--- config.mk ---
export PLATFORM = sky130hd
export DESIGN_NAME = mult_seq_arbiter
export DESIGN_NICKNAME = d
export VERILOG_FILES = /design/src/rtl/mult_seq_arbiter.sv
export SDC_FILE = /design/constraint.sdc
export NUM_CORES = 1
export LEC_CHECK = 0
export CAP_MARGIN = 20
export CORE_UTILIZATION = 34
export CTS_CLUSTER_DIAMETER = 50
export DETAILED_ROUTE_END_ITERATION = 8
export PLACE_DENSITY = 0.94
export SYNTH_ARGS = -nofsm -noshare
export SYNTH_HDL_FRONTEND = slang
export SYNTH_SLANG_ARGS = --single-unit
--- constraint.sdc ---
create_clock -name clk -period 2.1 [get_ports clk]
set_input_delay 0.315 -clock clk [delete_from_list [all_inputs] [get_ports clk]]
set_output_delay 0.315 -clock clk [all_outputs]
set_load 0.02 [all_outputs]
--- src/rtl/mult_seq_arbiter.sv ---
// Round-robin arbiter and sequencer for a shared shift-add multiplier datapath.
// Optional zero-operand fast path: define MULT_ZERO_SKIP_EN.
module mult_seq_arbiter #(
  parameter int WIDTH = 3,
  parameter int CNT_W = 2
) (
  input  logic                 clk,
  input  logic                 reset,
  input  logic                 req0,
  input  logic [WIDTH-1:0]     m0,
  input  logic [2*WIDTH-1:0]   M0,
  input  logic                 req1,
  input  logic [WIDTH-1:0]     m1,
  input  logic [2*WIDTH-1:0]   M1,
  output logic                 ack0,
  output logic                 ack1,
  output logic [2*WIDTH-1:0]   res,
  output logic                 busy,
  output logic [WIDTH-1:0]     m,
  output logic [2*WIDTH-1:0]   M,
  output logic                 s1,
  output logic                 s2,
  output logic                 en1,
  output logic                 en2,
  input  logic                 ProxBit_m,
  input  logic [CNT_W-1:0]     CountOut,
  input  logic [2*WIDTH-1:0]   R
);

  localparam logic [CNT_W-1:0] LAST_CNT = CNT_W'(WIDTH - 1);

  typedef enum logic [1:0] {IDLE, LOAD, EXEC, DONE} state_e;

  state_e               state_q, state_d;
  logic                 grant_q, grant_d;
  logic                 last_grant_q, last_grant_d;
  logic [2*WIDTH-1:0]   res_q, res_d;
  logic                 win;

  // With both requesting, the one not served last wins; otherwise whoever asks.
  assign win = (req0 && req1) ? ~last_grant_q : req1;

`ifdef MULT_ZERO_SKIP_EN
  logic skip_q, skip_d;
  logic [WIDTH-1:0]   win_m;
  logic [2*WIDTH-1:0] win_M;

  assign win_m = win ? m1 : m0;
  assign win_M = win ? M1 : M0;
`endif

  always_ff @(posedge clk or negedge reset) begin
    if (!reset) begin
      state_q      <= IDLE;
      grant_q      <= 1'b0;
      last_grant_q <= 1'b1;
      res_q        <= '0;
`ifdef MULT_ZERO_SKIP_EN
      skip_q       <= 1'b0;
`endif
    end else begin
      // NOTE: non-blocking so every register samples pre-edge values together.
      state_q      <= state_d;
      grant_q      <= grant_d;
      last_grant_q <= last_grant_d;
      res_q        <= res_d;
`ifdef MULT_ZERO_SKIP_EN
      skip_q       <= skip_d;
`endif
    end
  end

  always_comb begin
    // NOTE: defaults first so no path through the case leaves a latch behind.
    state_d      = state_q;
    grant_d      = grant_q;
    last_grant_d = last_grant_q;
    res_d        = res_q;
`ifdef MULT_ZERO_SKIP_EN
    skip_d       = skip_q;
`endif
    s1   = 1'b0;
    s2   = 1'b0;
    en1  = 1'b0;
    en2  = 1'b0;
    ack0 = 1'b0;
    ack1 = 1'b0;

    unique case (state_q)
      IDLE: begin
        if (req0 || req1) begin
          grant_d = win;
          state_d = LOAD;
`ifdef MULT_ZERO_SKIP_EN
          skip_d = (win_m == '0) || (win_M == '0);
          if (skip_d) state_d = DONE;
`endif
        end
      end
      LOAD: begin
        en1     = 1'b1;
        en2     = 1'b1;
        state_d = EXEC;
      end
      EXEC: begin
        en1 = ProxBit_m;
        s1  = 1'b1;
        en2 = 1'b1;
        s2  = 1'b1;
        if (CountOut == LAST_CNT) state_d = DONE;
      end
      DONE: begin
        ack0         = ~grant_q;
        ack1         = grant_q;
        last_grant_d = grant_q;
        state_d      = IDLE;
`ifdef MULT_ZERO_SKIP_EN
        res_d  = skip_q ? '0 : R;
        skip_d = 1'b0;
`else
        res_d  = R;
`endif
      end
      default: state_d = IDLE;
    endcase
  end

  assign busy = (state_q != IDLE);
  assign res  = res_q;
  assign m    = (state_q == IDLE) ? '0 : (grant_q ? m1 : m0);
  assign M    = (state_q == IDLE) ? '0 : (grant_q ? M1 : M0);

endmodule

==> results of run 1 <==
cell type report:
class	count	area, um^2	area share, %
timing repair buffer	53	554	44.3
clock buffer	4	26.3	2.10
tap	25	31.3	2.50
inverter	3	11.3	0.901
multi-input combinational	42	374	29.9
sequential	10	253	20.2
synthesized netlist by cell type, drive strengths merged:
master  instances  area (um^2)
mux2i           9         90.1
a21oi           2         13.8
mux2            8         93.8
nor2            9         33.8
dfstp           1         26.3
inv             3         11.3
nand2           2         7.51
buf             3         20.0
nor2b           2         12.5
a32o            1         10.0
nand2b          1         6.26
clkbuf          2         8.75
dfrtp           9          225
nor3b           1         12.5
o32a            1         10.0
and2            1         6.26
ha              5         62.6
worst register-to-register path: stages, from the launching register on:
cell     delay, ps
dfrtp_1        410
inv_1          170
ha_4           240
nor3b_2        240
a21oi_2         70
mux2_4         300
worst min path at each step:
stage,startpoint,to,cells past startpoint
after floorplan,reset,grant_q,0
after global placement,res[5],res[5],1
after detailed placement,res[0],res[0],1
after CTS,reset,res[5],1
after global routing,reset,res[3],1
final,reset,res[3],1
metal layers:
| layer | share of wire, % | GRT usage (%) | up-vias |
|---|---|---|---|
| met5 | 0 | 0 | - |
| met4 | 0 | 1.76 | 0 |
| met3 | 8.0 | 6.75 | 0 |
| met2 | 52 | 28.6 | 26 |
| met1 | 40 | 20.0 | 289 |
| li1 | - | - | 305 |
state kept, by name, indices dropped and copies added (netlist names):
signal,count
state_q,2
grant_q,1
res,6
last_grant_q,1
repair_timing:
| action | CTS | global route |
|---|---|---|
| resized for setup | 3 | 13 |
| setup endpoints to repair | 11 | 14 |
| gates cloned | 0 | 0 |
| pin swaps | 0 | 0 |
stage by stage:
| step | power, mW | setup slack, ps | utilization (%) | hold WS, ps | cells |
|---|---|---|---|---|---|
| 2_1_floorplan | 1.17 | 523 | - | 19.4 | 60 |
| 3_3_place_gp | 1.68 | 217 | 67.0 | 493 | 133 |
| 3_5_place_dp | 1.71 | 172 | 67.0 | 495 | 133 |
| 4_1_cts | 1.85 | 4.33 | 68.6 | 367 | 137 |
| 5_1_grt | 1.97 | 9.94 | 70.9 | 392 | 137 |
| 6_report | 1.85 | 107 | 70.9 | 362 | 137 |
kinds of logic (layout without fill, tap and decap cells):
logic type | Yosys count | after routing | share of synthesized area [%]
AOI/OAI and AO/OA | 4 | 4 | 5.19
DFF | 10 | 10 | 38.7
muxes | 17 | 17 | 28.3
adders and majority gates | 5 | 5 | 9.62
buffers and inverters | 8 | 60 | 6.15
and+or+nand+nor | 16 | 16 | 12.1
power by group through the flow:
stage | sequential, mW | combinational (mW) | clock (mW)
after CTS | 0.410 | 1.30 | 0.139
after floorplan | 0.430 | 0.736 | 0
after global routing | 0.425 | 1.39 | 0.152
after detailed placement | 0.411 | 1.30 | 0
after global placement | 0.407 | 1.27 | 0
final | 0.411 | 1.30 | 0.134
==> flow_summary.toml, run 1 <==
[run_status]
status = "finished clean"

[timing]
finalCriticalPeriod_ps = 1990
drv_slew = 0
fmax_mhz = 502
relSlewSlack_pct = 70.4
tns_ps = 0
fin_skew_ps = 7.65
finalSetupViolations = 0
tightest_slew_ps = 443
rsz0062_at_grt = "no"
layout_worst_path_cycle_share_pct = 94.9
hold_violations = 0

[power_and_ir_drop]
ir_worst_vdd_uv = 923
power_frac_seq_pct = 22.2
p_leak_nw = 0.653
p_comb_share_pct = 70.5
intPower_mw = 1.08
switching_share_pct = 41.4
power.share.clock_pct = 7.3
power.density_mw_per_mm2 = 1480
power.switching_mw = 0.765

[die]
dieArea_mm2 = 0.00209
initial_core_util_pct = 36.9
coreArea_mm2 = 0.00176
fp.dieH_um = 45.7
die_w_um = 45.7
pin_count = 53
rows = 15

[final_layout]
final_cell_mix = "40 x clkdlybuf4s50_1, 11 x dlymetal6s2s_1, 9 x mux2i_1, 9 x nor2_1, 8 x dfrtp_1"
nFillCells = 142
num_antenna_cells = 0
finalInstanceArea_mm2 = 0.00125
fin_nets = 149
drive_above_1_share_pct = 16.1
syn2layout_area_growth_pct = 92.1
final_common_cell = "clkdlybuf4s50_1"

[logic_synthesis]
syn_area_um2 = 651
syn_inst = 60
synth-seq-cells = 10
synth_warnings = 0
syn_nets = 96
ys_seq_area_share_pct = 38.7
syn_avg_cell_area_um2 = 10.8
ys_types = 21

[cts]
hold_buffers = 0
cts_made_buffers = 3
htreeDepth = 1
clk_pin_slew_ps = 60
clock-sinks = 10
cts.path.max_buffers = 2
cts_tree = "yes"
clock_latency_ps = 260
ctsRootBufferMaster = "clkbuf_4"
post_cts_buffers = 0

[worst_setup_path]
reg2reg_from = "state_q[0]"
reg2reg_slack_ps = 560
startpoint_type = "flip-flop"
cp-startpoint = "state_q[1]"
worst_setup_path_end_kind = "primary output"
critPathArrivalTime_ps = 1680
critPathMaxFanout = 4
critPathSlowestCell = "clkdlybuf4s50_1"
r2r_cells = 5
max_stage_delay_ps = 600
cp.depth = 3
endpoint = "en2"
r2r_end = "state_q[1]"
worstPathBufferInverterCount = 2
path_class = "flip-flop to primary output"
path_cells = "inv_1, ha_4, clkdlybuf4s50_1"
required_ps = 1780
cp_top_family = "buffers and inverters"

[route]
first_iter_violations = 5
wire_per_inst_um = 12.6
routed_wl_um = 1730
firstDrtPassIters = 5
ant_nets = 0
via_per_inst = 4.53
routed-via-count = 620
drc_errors = 0

[global_route]
grt_pass1_wl_um = 2460
grt_max_degree = 14
antenna_found_initial = 0
grtUsageTotal_pct = 16.6
grt_pass1_vias = 577
grt-ovfl-total = 0

[placement]
gp_congestion = 0.621
hpwl_um = 1360
dpl_cell_area_mm2 = 0.00118
portBuffers = 52

[worst_hold_path]
hold_path_class = "primary input to asynchronous set/reset pin"

[run]
maxCapViolations = 0
No activity file was read; power rests on OpenSTA's default activity.
==> inputs of run 2 (changes only) <==
--- a/config.mk
+++ b/config.mk
@@ -7,6 +7,7 @@
 export LEC_CHECK = 0
 export CAP_MARGIN = 20
 export CORE_UTILIZATION = 34
+export CTS_BUF_LIST = sky130_fd_sc_hd__clkbuf_16
 export CTS_CLUSTER_DIAMETER = 50
 export DETAILED_ROUTE_END_ITERATION = 8
 export PLACE_DENSITY = 0.94
==> run 2 against run 1 <==
  * First-iteration DRC count shrank 60%
  * Non-clock buffer count is the same
  * Setup slack lost 36 ps
  * Clock power grew 150%
  * Worst hold slack gained 25 ps
  * Utilization grew 2.1 points
  * Clock-buffer cell count shrank 1
  * Cell area grew 3.0%
  * Cell count is the same
  * Critical path type unchanged
==> flow_summary.toml, run 2 (same netlist as run 1, synthesis figures left out) <==
[final_layout]
largest_register_ffs = 6
final_cell_mix = "42 x clkdlybuf4s50_1, 9 x mux2i_1, 9 x nor2_1, 9 x dlymetal6s2s_1, 8 x dfrtp_1"
drive_above_1_share_pct = 16.1
syn2layout_area_growth_pct = 97.9
instances_no_fill = 137
num_antenna_cells = 0
finalInstanceArea_mm2 = 0.00129
fin_nets = 149
final_common_cell = "clkdlybuf4s50_1"

[power_and_ir_drop]
ir_worst_vdd_uv = 1300
p_leak_nw = 0.652
power.density_mw_per_mm2 = 1570
finalPower_mw = 2.02

[timing]
hold_ws_ps = 387
rsz0062_at_grt = "yes"
finalCriticalPeriod_ps = 2030
layout_worst_path_cycle_share_pct = 96.6
tightest_slew_ps = 427
fmax_mhz = 493
fin_skew_ps = 5.67
drv_slew = 0
setup_slack_ps = 70.8
relSlewSlack_pct = 71.4
hold_violations = 0
finalSetupViolations = 0

[global_route]
grt-ovfl-total = 0
grt_pass1_wl_um = 2590
grtUsageTotal_pct = 18.2
grt_pass1_vias = 595
grt_max_degree = 14
antenna_found_initial = 0

[placement]
gp_congestion = 0.621
dpl.cell_count = 133
hpwl_um = 1360
dpl_cell_area_mm2 = 0.00118
place_ws_ps = 172
portBuffers = 52

[cts]
clk_pin_slew_ps = 40
clock_latency_ps = 240
htreeDepth = 1
cts.path.max_buffers = 2
hold_buffers = 0
ctsRootBufferMaster = "clkbuf_16"
clock-sinks = 10
cts_made_buffers = 3
cts_tree = "yes"

[route]
drc_errors = 0
routed_wl_um = 1780
via_per_inst = 4.51
firstDrtPassIters = 2
wire_per_inst_um = 13.0
routed-via-count = 618
first_iter_violations = 2
ant_nets = 0

[worst_setup_path]
reg2reg_from = "state_q[1]"
startpoint_type = "flip-flop"
required_ps = 1780
r2r_cells = 5
critPathArrivalTime_ps = 1710
cpMostUsedCell = "inv_1"
path_cells = "inv_1, ha_2, inv_1, clkdlybuf4s50_1"
critPathSlowestCell = "clkdlybuf4s50_1"
r2r_end = "state_q[1]"
path_class = "flip-flop to primary output"
critPathMaxFanout = 13
max_stage_delay_ps = 530
reg2reg_slack_ps = 480
worst_setup_path_end_kind = "primary output"

[die]
initial_core_util_pct = 36.9
die_w_um = 45.7
dieArea_mm2 = 0.00209
fp.dieH_um = 45.7
coreArea_mm2 = 0.00176
pin_count = 53
rows = 15

[run_status]
status = "finished clean"

[run]
maxCapViolations = 0

[worst_hold_path]
hold_path_class = "primary input to asynchronous set/reset pin"
[run 2: area by class of cell]
type | count | area [um^2]
Clock buffer | 3 | 75.1
Multi-Input combinational cell | 42 | 364
Tap cell | 25 | 31.3
Timing Repair Buffer | 53 | 549
Sequential cell | 10 | 253
Inverter | 3 | 11.3
Clock inverter | 1 | 3.75
Fill cell | 136 | 477
[run 2: metrics by stage]
stage          util, %  TNS, ps
5_1_grt           73.0    -7.68
3_5_place_dp      67.0        0
3_3_place_gp      67.0        0
6_report          73.0        0
2_1_floorplan        -        0
4_1_cts           71.6        0
[run 2: power breakdown]
part	switching, mW	internal (mW)	total, mW
combinational	0.593	0.684	1.28
clock	0.0819	0.249	0.331
sequential	0.106	0.306	0.412
total	0.781	1.24	2.02
[run 2: how the worst max path moves through the flow]
stage                     startpoint  endpoint  depth (start not counted)
after floorplan           state_q[0]       en1                          4
after global routing      state_q[0]      busy                          4
after CTS                 state_q[0]      M[0]                          4
after detailed placement  state_q[0]      M[0]                          4
after global placement    state_q[0]      M[4]                          4
final                     state_q[1]      busy                          4
[run 2: what timing repair did]
action	4_1_cts	5_1_grt
setup buffers	0	0
gates resized for setup	3	10
endpoints found under the setup margin	11	11
[run 2: routing by layer]
layer  vias up  routed length (um)  part of all wire [%]  global-route usage [%]
met2        24                 922                    52                    31.7
met4         0                   0                     0                    5.29
li1        306                   -                     -                       -
met3         0                 146                   8.2                    8.33
met5         -                   0                     0                       0
met1       288                 710                    40                    19.6
[run 2: critical path: cells and delay by family, from the launching register on]
kind	cells	cell delay, ps
flops	1	410
buf+inv	3	730
fa+ha+maj	1	340
